**config.mk**
```make
export PLATFORM = sky130hd
export DESIGN_NAME = fifo_rd_stream_flat
export DESIGN_NICKNAME = d
export VERILOG_FILES = /design/src/rtl/fifo_rd_stream_if.sv /design/src/rtl/fifo_rd_stream.sv /design/src/flat_wrapper.sv
export SDC_FILE = /design/constraint.sdc
export NUM_CORES = 1
export LEC_CHECK = 0
export ABC_AREA = 0
export BUFFER_PORTS_ARGS = -buffer_cell sky130_fd_sc_hd__buf_2
export CAP_MARGIN = 20
export CORE_ASPECT_RATIO = 1.1
export CORE_UTILIZATION = 45
export CTS_BUF_LIST = sky130_fd_sc_hd__clkbuf_8
export DETAILED_ROUTE_END_ITERATION = 6
export GPL_TIMING_DRIVEN = 0
export HOLD_SLACK_MARGIN = 0.06
export PLACE_DENSITY_LB_ADDON = 0.1
export SLEW_MARGIN = 15
export SYNTH_ARGS = -nofsm -noshare
export SYNTH_HDL_FRONTEND = slang
export SYNTH_SLANG_ARGS = --single-unit
```
**constraint.sdc**
```tcl
create_clock -name clk_i -period 2.01 [get_ports clk_i]
set_input_delay 0.402 -clock clk_i [delete_from_list [all_inputs] [get_ports clk_i]]
set_output_delay 0.402 -clock clk_i [all_outputs]
set_load 0.005 [all_outputs]
```
**src/rtl/fifo_rd_stream_if.sv**
```systemverilog
// Handshake bundle between an upstream sync FIFO read port, the read streamer
// and the downstream valid/ready sink.
interface fifo_rd_stream_if #(
  parameter int WIDTH = 8
);
  logic             fifo_empty_i;
  logic [WIDTH-1:0] fifo_rdata_i;
  logic             fifo_rd_en_o;
  logic             m_valid_o;
  logic             m_ready_i;
  logic [WIDTH-1:0] m_data_o;
  logic             m_last_o;

  modport master (
    input  fifo_empty_i,
    input  fifo_rdata_i,
    input  m_ready_i,
    output fifo_rd_en_o,
    output m_valid_o,
    output m_data_o,
    output m_last_o
  );

  modport slave (
    output fifo_empty_i,
    output fifo_rdata_i,
    output m_ready_i,
    input  fifo_rd_en_o,
    input  m_valid_o,
    input  m_data_o,
    input  m_last_o
  );
endinterface

```
**src/rtl/fifo_rd_stream.sv**
```systemverilog
// Converts a latency-1 sync FIFO read port into a valid/ready stream with a
// 2-entry skid buffer, PKT_LEN-beat last marking and a wrapping beat counter.
module fifo_rd_stream #(
  parameter int WIDTH   = 8,
  parameter int PKT_LEN = 4
) (
  input  logic               clk_i,
  input  logic               rst_n_i,
  input  logic               enable_i,
  fifo_rd_stream_if.master   bus,
  output logic [1:0]         state_o,
  output logic [15:0]        beats_o
);

  typedef enum logic [1:0] {
    ST_IDLE  = 2'd0,
    ST_RUN   = 2'd1,
    ST_DRAIN = 2'd2
  } state_t;

  localparam logic [15:0] PKT_LAST = 16'(PKT_LEN - 1);

  state_t           state_r;
  state_t           state_nxt_s;
  logic [1:0]       occ_r;
  logic [1:0]       occ_nxt_s;
  logic             infl_r;
  logic [WIDTH-1:0] buf0_r;
  logic [WIDTH-1:0] buf1_r;
  logic [WIDTH-1:0] buf0_nxt_s;
  logic [WIDTH-1:0] buf1_nxt_s;
  logic [15:0]      pkt_cnt_r;
  logic [15:0]      pkt_cnt_nxt_s;
  logic [15:0]      beats_r;
  logic [2:0]       load_s;
  logic             hs_s;
  logic             rd_en_s;
  logic             cap_s;
  logic             valid_s;

  assign valid_s          = (occ_r != 2'd0);
  assign hs_s             = valid_s & bus.m_ready_i;
  assign cap_s            = infl_r;
  assign load_s           = {1'b0, occ_r} + {2'b00, infl_r};

  assign bus.m_valid_o    = valid_s;
  assign bus.m_data_o     = buf0_r;
  assign bus.m_last_o     = valid_s & (pkt_cnt_r == PKT_LAST);
  assign bus.fifo_rd_en_o = rd_en_s;
  assign state_o          = state_r;
  assign beats_o          = beats_r;

  // Pop only while the buffer is guaranteed a free slot when the data lands.
  always_comb begin
    rd_en_s = 1'b0;
    if ((state_r == ST_RUN) && enable_i && !bus.fifo_empty_i) begin
      if (load_s < (3'd2 + {2'b00, hs_s})) begin
        rd_en_s = 1'b1;
      end else begin
        rd_en_s = 1'b0;
      end
    end else begin
      rd_en_s = 1'b0;
    end
  end

  // Skid buffer update: buf0 is always the oldest entry.
  always_comb begin
    occ_nxt_s  = occ_r;
    buf0_nxt_s = buf0_r;
    buf1_nxt_s = buf1_r;
    case ({cap_s, hs_s})
      2'b10: begin
        occ_nxt_s = occ_r + 2'd1;
        if (occ_r == 2'd0) begin
          buf0_nxt_s = bus.fifo_rdata_i;
        end else begin
          buf1_nxt_s = bus.fifo_rdata_i;
        end
      end
      2'b01: begin
        occ_nxt_s  = occ_r - 2'd1;
        buf0_nxt_s = buf1_r;
      end
      2'b11: begin
        if (occ_r == 2'd2) begin
          buf0_nxt_s = buf1_r;
          buf1_nxt_s = bus.fifo_rdata_i;
        end else begin
          buf0_nxt_s = bus.fifo_rdata_i;
        end
      end
      default: begin
        occ_nxt_s = occ_r;
      end
    endcase
  end

  // Packet position advances per handshake and survives enable drops.
  always_comb begin
    pkt_cnt_nxt_s = pkt_cnt_r;
    if (hs_s) begin
      if (pkt_cnt_r == PKT_LAST) begin
        pkt_cnt_nxt_s = 16'd0;
      end else begin
        pkt_cnt_nxt_s = pkt_cnt_r + 16'd1;
      end
    end else begin
      pkt_cnt_nxt_s = pkt_cnt_r;
    end
  end

  // Next-state logic; DRAIN exits once nothing is buffered or in flight.
  always_comb begin
    state_nxt_s = state_r;
    case (state_r)
      ST_IDLE: begin
        if (enable_i) begin
          state_nxt_s = ST_RUN;
        end else begin
          state_nxt_s = ST_IDLE;
        end
      end
      ST_RUN: begin
        if (enable_i) begin
          state_nxt_s = ST_RUN;
        end else if ((occ_r != 2'd0) || infl_r) begin
          state_nxt_s = ST_DRAIN;
        end else begin
          state_nxt_s = ST_IDLE;
        end
      end
      ST_DRAIN: begin
        if (enable_i) begin
          state_nxt_s = ST_RUN;
        end else if ((occ_nxt_s == 2'd0) && !rd_en_s) begin
          state_nxt_s = ST_IDLE;
        end else begin
          state_nxt_s = ST_DRAIN;
        end
      end
      default: begin
        state_nxt_s = ST_IDLE;
      end
    endcase
  end

  // State and datapath registers; reset input is active-high and asynchronous.
  always_ff @(posedge clk_i or posedge rst_n_i) begin
    if (rst_n_i) begin
      state_r   <= ST_IDLE;
      occ_r     <= 2'd0;
      infl_r    <= 1'b0;
      buf0_r    <= {WIDTH{1'b0}};
      buf1_r    <= {WIDTH{1'b0}};
      pkt_cnt_r <= 16'd0;
      beats_r   <= 16'd0;
    end else begin
      state_r   <= state_nxt_s;
      occ_r     <= occ_nxt_s;
      infl_r    <= rd_en_s;
      buf0_r    <= buf0_nxt_s;
      buf1_r    <= buf1_nxt_s;
      pkt_cnt_r <= pkt_cnt_nxt_s;
      beats_r   <= beats_r + {15'd0, hs_s};
    end
  end

endmodule

```
**src/flat_wrapper.sv**
```systemverilog
// flat-port wrapper written by rule: the top's interface ports become plain ports
module fifo_rd_stream_flat 
#(
  parameter int WIDTH   = 8,
  parameter int PKT_LEN = 4
)
  (clk_i, rst_n_i, enable_i, state_o, beats_o, bus_fifo_empty_i, bus_fifo_rdata_i, bus_m_ready_i, bus_fifo_rd_en_o, bus_m_valid_o, bus_m_data_o, bus_m_last_o);
  fifo_rd_stream_if #(.WIDTH(WIDTH)) bus_i ();
  input  logic clk_i;
  input  logic rst_n_i;
  input  logic enable_i;
  output logic [1:0] state_o;
  output logic [15:0] beats_o;
  input wire logic [$bits(bus_i.fifo_empty_i)-1:0] bus_fifo_empty_i;
  input wire logic [$bits(bus_i.fifo_rdata_i)-1:0] bus_fifo_rdata_i;
  input wire logic [$bits(bus_i.m_ready_i)-1:0] bus_m_ready_i;
  output wire logic [$bits(bus_i.fifo_rd_en_o)-1:0] bus_fifo_rd_en_o;
  output wire logic [$bits(bus_i.m_valid_o)-1:0] bus_m_valid_o;
  output wire logic [$bits(bus_i.m_data_o)-1:0] bus_m_data_o;
  output wire logic [$bits(bus_i.m_last_o)-1:0] bus_m_last_o;
  assign bus_i.fifo_empty_i = bus_fifo_empty_i;
  assign bus_i.fifo_rdata_i = bus_fifo_rdata_i;
  assign bus_i.m_ready_i = bus_m_ready_i;
  assign bus_fifo_rd_en_o = bus_i.fifo_rd_en_o;
  assign bus_m_valid_o = bus_i.m_valid_o;
  assign bus_m_data_o = bus_i.m_data_o;
  assign bus_m_last_o = bus_i.m_last_o;
  fifo_rd_stream #(.WIDTH(WIDTH), .PKT_LEN(PKT_LEN)) u_core (.clk_i(clk_i), .rst_n_i(rst_n_i), .enable_i(enable_i), .bus(bus_i), .state_o(state_o), .beats_o(beats_o));
endmodule
```
==> flow_summary.toml, run 1 <==
[placed_design]
dpl.hpwl_um = 3196
place_congestion = 0.7224
place_inst = 328
buffer_ports.inserted = 41

[timing]
fmax_mhz = 507.3
skew_ns = 0.009324
tns_ns = 0
tightest_slew_ns = 0.4075
setup_viol = 0
finalCriticalPeriod_ns = 1.971
relSlewSlack_pct = 72.79
final_hold_viol_count = 0
rsz0062_at_grt = "true"
fin_crit_sh_pct = 98.07
drv_slew = 0

[setup_path]
critPathRequiredTime_ns = 2.21
crit_fanout = 8
critPathArrivalTime_ns = 2.17
cp-start-kind = "register"
end_kind = "register"
reg2reg_from = "u_core.occ_r[0]"
critPathLaunch = "u_core.occ_r[0]"
criticalPathCategory = "reg2reg"

[yosys]
synth_cell_types = 39
synth_edf_count = 0
synthArstFlopShare_pct = 100.0
ys_seq_area_share_pct = 53.73
synth_area_leaders = "dfrtp_1, xnor2_1, mux2_2"
yosys.area.top_type_share_pct = 53.73
ys_warn_count = 0
syn_area_mm2 = 0.002469
avgSynthCellArea_um2 = 11.54
synth_area_leader_cell = "dfrtp_1"
ys_seq_elements = 53
synthesis.nets = 233
postSynthCellCount = 214
synthFlopType = "dfrtp_1"

[drt]
wl_per_cell_um = 13.50
drt_wl_total_um = 4711
first_pass_iters = 4
detail-route-antenna-nets = 0
drtIter0Drc = 61
drc = 0
routed_via_density = 5.103
dr_total_vias = 1781

[hold_path]
min_path_type = "in2async"

[global_route]
overflow = 0
grt_start_max_net_pins = 37
grt_usage_pct = 17.60
grt_pass1_wl_um = 8010
grt_pass1_vias = 1780
antenna_found_initial = 0

[final_layout]
final_cells = 349
fin_nets = 295
drive_gt1_share_pct = 34.66
final_common_cell = "dfrtp_1"
layout_common_cells = "dfrtp_1, buf_2, xnor2_1"
areaGrowthSynthToFinish_pct = 24.78
n_antenna_cell = 0

[outcome]
status = "finished clean"

[clock_tree]
clkLatencyLatePin_ns = 0.30
cts.sink_count = 53
cts_buffers = 5
ctsLongestPathBuffers = 2
cts_tree = "built"
clkTransAtPathRegs_ns = 0.10
clockRootBuffer = "clkbuf_8"
cts.htree.levels = 2
holdBufCountCts = 0

[job]
drv_cap = 0

[die]
core_mm2 = 0.005135
rows = 27
die-area_mm2 = 0.005786
die_y_um = 79.68
ioPinCount = 42
die_w_um = 72.62
initial_core_util_pct = 48.08

[power]
powerDensity_mw_per_mm2 = 1181
p_leak_nw = 1.436
irDropWorstVdd_v = 0.0006364
-- metrics by stage --
step                cell area (µm²)  power [W]  hold slack, ns  util (%)  setup slack [ns]
global route                   3080   0.003904         0.08866     59.99          -0.03558
detailed placement             2806   0.002843          0.4179     54.65           -0.2232
finish                         3080   0.003638         0.07193     59.99           0.03875
global placement               2786   0.002813          0.4583     54.26           -0.3629
CTS                            2987   0.003570         0.08011     58.16          0.007887
floorplan                      2491   0.002458          0.4467         -           0.02089
-- flip-flops by register name (all words and copies together) (netlist names) --
register,cells
u_core.occ_r,2
u_core.cap_s,1
u_core.bus.m_data_o,8
u_core.pkt_cnt_r,16
u_core.state_o,2
u_core.buf1_r,8
u_core.beats_o,16
-- synthesized netlist by cell type, drive strengths merged, types with 2 or more instances --
library cell and count:
nand3 10, a21oi 12, dfrtp 53, xor2 8
nor4b 2, and4 2, a221oi 8, or2 2
and3 3, mux2 8, inv 16, nor4 5
nor2 11, o21ai 4, xnor2 23, nor3 3
buf 4, a31oi 3, nand4 7, nand2 14
ha 6
-- path summary, 6_finish.rpt --
path,cells past startpoint,slack [ns],to
worst max-delay path,8,0.04,u_core.buf1_r[7]
worst min-delay path,2,0.07,u_core.buf1_r[1]
worst max register to register,8,0.04,u_core.buf1_r[7]
worst min register to register,1,0.49,u_core.pkt_cnt_r[15]
max in group asynchronous,3,1.40,u_core.occ_r[1]
min in group clk_i,2,0.26,u_core.state_o[1]
-- cell families after synthesis --
| group | count (synthesis) | share of synthesized area (%) |
|---|---|---|
| and+or+nand+nor | 65 | 15.05 |
| DFF | 53 | 53.73 |
| AOI/OAI and AO/OA | 31 | 9.935 |
| xor gates and xnor gates | 31 | 11.00 |
| buffers and inverters | 20 | 3.598 |
| muxes | 8 | 3.649 |
| adders and majority gates | 6 | 3.041 |
-- where the power goes --
| part | internal, W | switching, W | total (W) |
|---|---|---|---|
| clock | 0.000287 | 0.000362 | 0.000649 |
| combinational | 0.000679 | 0.000607 | 0.00129 |
| sequential | 0.00140 | 0.000308 | 0.00170 |
| total | 0.00236 | 0.00128 | 0.00364 |
-- per-layer routing --
| metal | GRT usage, % | vias to the layer above | share of wire [%] |
|---|---|---|---|
| li1 | - | 875 | - |
| met1 | 23.29 | 872 | 47 |
| met2 | 29.63 | 28 | 49 |
| met3 | 3.535 | 6 | 3.1 |
| met4 | 4.118 | 0 | 0.81 |
| met5 | 0 | - | 0 |
-- worst max-delay path: stages, from the launching register on --
cell and delay [ns]:
dfrtp_1 0.41, buf_6 0.14, o21ai_4 0.21, buf_6 0.14, ha_1 0.16, a21oi_2 0.05, a311oi_4 0.26, buf_12 0.17
mux2_2 0.33
-- area by class of cell --
type                    instances  area [µm²]
fillers                       457        2054
flip-flops and latches         53        1329
multi-input cells             141        1129
repair buffers                 56       342.8
well taps                      72       90.09
clock buffers                   6       82.58
inverters                      16       62.56
plain buffers                   3       27.53
clock inverters                 2       17.52
-- timing repair --
action | in CTS | in global routing
pin swaps | 4 | 6
setup endpoints to repair | 14 | 13
buffers inserted | 8 | 6
gates resized for setup | 2 | 11
Note: power is estimated with default switching activity, not from simulation.
==> inputs of run 2 (changes only) <==
--- a/config.mk
+++ b/config.mk
@@ -15,6 +15,7 @@
 export GPL_TIMING_DRIVEN = 0
 export HOLD_SLACK_MARGIN = 0.06
 export PLACE_DENSITY_LB_ADDON = 0.1
+export SETUP_SLACK_MARGIN = 0.4
 export SLEW_MARGIN = 15
 export SYNTH_ARGS = -nofsm -noshare
 export SYNTH_HDL_FRONTEND = slang
==> run 2 against run 1 <==
Compared with the run above: largest cell class is now multi-input combinational cells; critical endpoint is now u_core.state_o[1]; hold slack improved by 0.026 ns; die area unchanged; non-clock buffer count is 26 higher; combinational power increased by 57%; largest power group is now combinational logic; maximum frequency up 0.82%; first-iteration DRC count increased by 36%; clock power rose by 14%; count of clock-buffer cells in the layout unchanged; design area increased by 19%; sequential cell count did not move; critical path depth unchanged; clock skew is 0.0044 ns lower.
==> flow_summary.toml, run 2 (synthesis gave the netlist of run 1 again) <==
[setup_path]
critPathRequiredTime_ns = 2.25
slowest_stage = "or4b_4"
critPathArrivalTime_ns = 2.19
end_kind = "register"
crit_path_max_incr_delay_ns = 0.48
crit_fanout = 5
path_cells = "buf_6 > o21ai_4 > inv_4 > ha_4 > nand3b_1 > a21oi_1 > or4b_4 > a21oi_2"
cp-start-kind = "register"
criticalPathCategory = "reg2reg"

[die]
die_w_um = 72.62
core_mm2 = 0.005135
initial_core_util_pct = 48.08
die-area_mm2 = 0.005786
rows = 27
ioPinCount = 42
die_y_um = 79.68

[global_route]
grt_usage_pct = 19.92
overflow = 0
grt_pass1_wl_um = 8783
grt_start_max_net_pins = 35
grt_pass1_vias = 1892
antenna_found_initial = 0

[timing]
relSlewSlack_pct = 68.73
skew_ns = 0.004942
final_hold_viol_count = 0
tightest_slew_ns = 0.4681
fmax_mhz = 511.5
drv_slew = 0
rsz0062_at_grt = "true"
fin_crit_sh_pct = 97.27
setup_viol = 0
finalCriticalPeriod_ns = 1.955

[clock_tree]
cts.htree.levels = 2
clkLatencyLatePin_ns = 0.31
cts_buffers = 5
cts.sink_count = 53
holdBufCountCts = 0
cts_tree = "built"
clkTransAtPathRegs_ns = 0.09
clockRootBuffer = "clkbuf_8"
ctsLongestPathBuffers = 2

[final_layout]
fillers = 366
n_antenna_cell = 0
areaGrowthSynthToFinish_pct = 48.35
final_core_util_pct = 71.32
fin_nets = 321
final_common_cell = "dfrtp_1"
drive_gt1_share_pct = 52.48
layout_common_cells = "dfrtp_1, buf_2, buf_4"
final_cells = 375

[power]
p_seq_share_pct = 38.1
powerDensity_mw_per_mm2 = 1218
comb_power_share_pct = 45.3
intPower_w = 0.002929
pwr-share-clk_pct = 16.6
p_leak_nw = 1.702
switching_share_pct = 34.35
irDropWorstVdd_v = 0.0008971
p_switching_w = 0.001533

[placed_design]
dpl.hpwl_um = 3132
place_congestion = 0.7384
place_inst = 328
buffer_ports.inserted = 41

[drt]
wl_per_cell_um = 14.51
drtIter0Drc = 83
dr_total_vias = 1922
drc = 0
first_pass_iters = 4
routed_via_density = 5.125
drt_wl_total_um = 5443
detail-route-antenna-nets = 0

[job]
drv_cap = 0

[hold_path]
min_path_type = "in2async"

[outcome]
status = "finished clean"
[run 2: path summary, 6_finish.rpt]
kind,start,end,slack (ns),cells after the start
max,u_core.occ_r[0],u_core.state_o[1],0.05,8
min,rst_n_i,u_core.buf1_r[0],0.1,2
max reg2reg,u_core.occ_r[0],u_core.state_o[1],0.05,8
min reg2reg,u_core.beats_o[15],u_core.beats_o[15],0.47,1
max in group asynchronous,rst_n_i,u_core.pkt_cnt_r[5],1.39,3
min in group clk_i,enable_i,u_core.state_o[1],0.28,2
[run 2: per-stage QoR]
step / setup TNS [ns] / hold WS [ns] / power (W) / instance area, µm² / setup slack, ns
global placement: -1.874 / 0.4546 / 0.002863 / 2834 / -0.2254
floorplan: 0 / 0.4467 / 0.002501 / 2539 / 0.03416
CTS: 0 / 0.1028 / 0.004034 / 3291 / 0.05323
finish: 0 / 0.09836 / 0.004462 / 3662 / 0.05480
global route: -0.002801 / 0.1202 / 0.004760 / 3662 / -0.002801
detailed placement: -1.986 / 0.4457 / 0.002889 / 2854 / -0.2388
[run 2: area by class of cell]
class,instances,area [µm²],share of cell area (%)
Buffer,4,52.55,1.435
Clock buffer,6,82.58,2.255
Clock inverter,2,33.78,0.9224
Inverter,16,68.82,1.879
Multi-Input combinational cell,141,1400,38.23
Sequential cell,53,1331,36.35
Tap cell,72,90.09,2.460
Timing Repair Buffer,81,603.1,16.47
[run 2: worst max-delay path: cells and delay by family (launching register included)]
kind / cells / cell delay [ns]
buf+inv: 2 / 0.21
flops: 1 / 0.40
fa+ha+maj: 1 / 0.29
compound gates: 3 / 0.40
simple gates: 2 / 0.58
[run 2: routing by layer]
| layer | share of wire, % | global-route usage [%] | vias to the layer above |
|---|---|---|---|
| met5 | 0 | 0 | - |
| met4 | 2.7 | 8.039 | 0 |
| met3 | 3.8 | 4.672 | 12 |
| met2 | 50 | 33.55 | 33 |
| met1 | 43 | 24.50 | 942 |
| li1 | - | - | 935 |
[run 2: power by group through the flow]
stage	Sequential (W)	Clock, W	Combinational (W)
floorplan	0.00168	0	0.000823
global placement	0.00170	0	0.00116
detailed placement	0.00171	0	0.00118
CTS	0.00168	0.000765	0.00159
global route	0.00175	0.000802	0.00221
finish	0.00170	0.000741	0.00202
[run 2: repair_timing]
| item | in CTS | in global routing |
|---|---|---|
| resized for setup | 33 | 50 |
| endpoints found under the setup margin | 26 | 38 |
| setup buffers | 22 | 17 |
| gates cloned | 0 | 0 |
| pin swaps | 26 | 27 |
==> inputs of run 3 (changes only) <==
--- a/config.mk
+++ b/config.mk
@@ -14,7 +14,7 @@
 export DETAILED_ROUTE_END_ITERATION = 6
 export GPL_TIMING_DRIVEN = 0
 export HOLD_SLACK_MARGIN = 0.06
-export PLACE_DENSITY_LB_ADDON = 0.1
+export PLACE_DENSITY = 0.75
 export SETUP_SLACK_MARGIN = 0.4
 export SLEW_MARGIN = 15
 export SYNTH_ARGS = -nofsm -noshare
==> run 3 against run 2 <==
Compared with the run above: combinational power down 11%; clock power down 17%; first-iteration DRC count down 2.4%; total power down 7.0%; routed wire length up 2.1%; maximum frequency up 0.89%; count of clock-buffer cells in the layout down 1; non-clock buffer count down 6; die area unchanged; register-to-register slack better by 0.03 ns; sequential power about the same.
==> flow_summary.toml, run 3 (synthesis gave the netlist of run 1 again) <==
[outcome]
status = "finished clean"

[placed_design]
post-place-ws_ns = -0.2248
place_congestion = 0.7633
dpl.hpwl_um = 3324
buffer_ports.inserted = 41

[drt]
wl_per_cell_um = 15.06
dr_total_vias = 1966
routed_via_density = 5.328
detail-route-antenna-nets = 0
drtIter0Drc = 81
drt_wl_total_um = 5558
drc = 0
first_pass_iters = 4

[clock_tree]
cts_tree = "built"
cts.htree.levels = 2
cts_buffers = 5
clkTransAtPathRegs_ns = 0.10
cts.sink_count = 53
ctsLongestPathBuffers = 2
clkLatencyLatePin_ns = 0.31
clockRootBuffer = "clkbuf_8"

[final_layout]
final_common_cell = "dfrtp_1"
fin_nets = 315
layout_common_cells = "dfrtp_1, buf_2, buf_4"
areaGrowthSynthToFinish_pct = 41.21
final_core_util_pct = 67.88
drive_gt1_share_pct = 49.49
n_antenna_cell = 0

[global_route]
antenna_found_initial = 0
grt_start_max_net_pins = 28
grt_pass1_vias = 1898
grt_pass1_wl_um = 8845
overflow = 0
grt_usage_pct = 19.87

[power]
powerDensity_mw_per_mm2 = 1190
irDropWorstVdd_v = 0.0007292
p_leak_nw = 1.609

[die]
die_w_um = 72.62
initial_core_util_pct = 48.08
die_y_um = 79.68
core_mm2 = 0.005135
rows = 27
die-area_mm2 = 0.005786
ioPinCount = 42

[timing]
finalCriticalPeriod_ns = 1.938
fmax_mhz = 516.0
final_hold_viol_count = 0
drv_slew = 0
tns_ns = 0
fin_crit_sh_pct = 96.42
relSlewSlack_pct = 59.91
fin_ws_ns = 0.07202
rsz0062_at_grt = "true"
skew_ns = 0.01021
setup_viol = 0
tightest_slew_ns = 0.6001

[setup_path]
critPathRequiredTime_ns = 1.61
crit_fanout = 4
end_kind = "output port"
critPathArrivalTime_ns = 1.54
criticalPathCategory = "reg2out"
cp-start-kind = "register"

[hold_path]
min_path_type = "in2async"

[job]
drv_cap = 0
[run 3: layout make-up]
type,count,area [µm²]
multi-input cells,141,1359
repair buffers,75,511.7
inverters,16,66.31
plain buffers,4,37.54
clock inverters,3,21.27
well taps,72,90.09
flip-flops and latches,53,1331
fillers,389,1649
clock buffers,5,68.82
[run 3: repair_timing]
item	in CTS	in global routing
pin swaps	16	31
setup endpoints to repair	29	34
buffers inserted	19	14
resized for setup	29	32
hold buffers	0	0
[run 3: metrics by stage]
| stage | instances | hold slack [ns] | instance area [µm²] | power, W |
|---|---|---|---|---|
| floorplan | 214 | 0.4467 | 2539 | 0.002501 |
| global placement | 327 | 0.4550 | 2834 | 0.002843 |
| detailed placement | 328 | 0.4693 | 2854 | 0.002909 |
| CTS | 355 | 0.1702 | 3236 | 0.003857 |
| global route | 369 | 0.1894 | 3486 | 0.004416 |
| finish | 369 | 0.1500 | 3486 | 0.004149 |
[run 3: path summary, 6_finish.rpt]
kind / startpoint / to / slack (ns) / cells past startpoint
min in group clk_i: enable_i / u_core.state_o[1] / 0.26 / 2
max in group asynchronous: rst_n_i / u_core.pkt_cnt_r[4] / 1.32 / 3
worst max-delay path: u_core.occ_r[0] / bus_fifo_rd_en_o / 0.07 / 6
worst min-delay path: rst_n_i / u_core.beats_o[9] / 0.15 / 2
worst min register to register: u_core.beats_o[15] / u_core.beats_o[15] / 0.48 / 1
worst max register to register: u_core.occ_r[0] / u_core.state_o[1] / 0.08 / 8
[run 3: power by group]
part | leakage, nW | internal [W] | switching, W
Combinational | 0.907 | 0.000981 | 0.000823
Sequential | 0.657 | 0.00140 | 0.000333
Clock | 0.0445 | 0.000248 | 0.000364
Total | 1.61 | 0.00263 | 0.00152
[run 3: worst max-delay path: stages, from the launching register on]
cell	delay, ns
dfrtp_1	0.41
buf_6	0.13
o21ai_4	0.20
buf_6	0.16
o21ai_2	0.06
and4_1	0.14
buf_2	0.12
[run 3: layer usage]
layer	wire length (µm)	global-route usage [%]	vias to the layer above
met5	0	0	-
met4	102	7.255	0
met3	146	3.409	7
met2	3001	34.30	42
met1	2308	24.86	996
li1	-	-	921
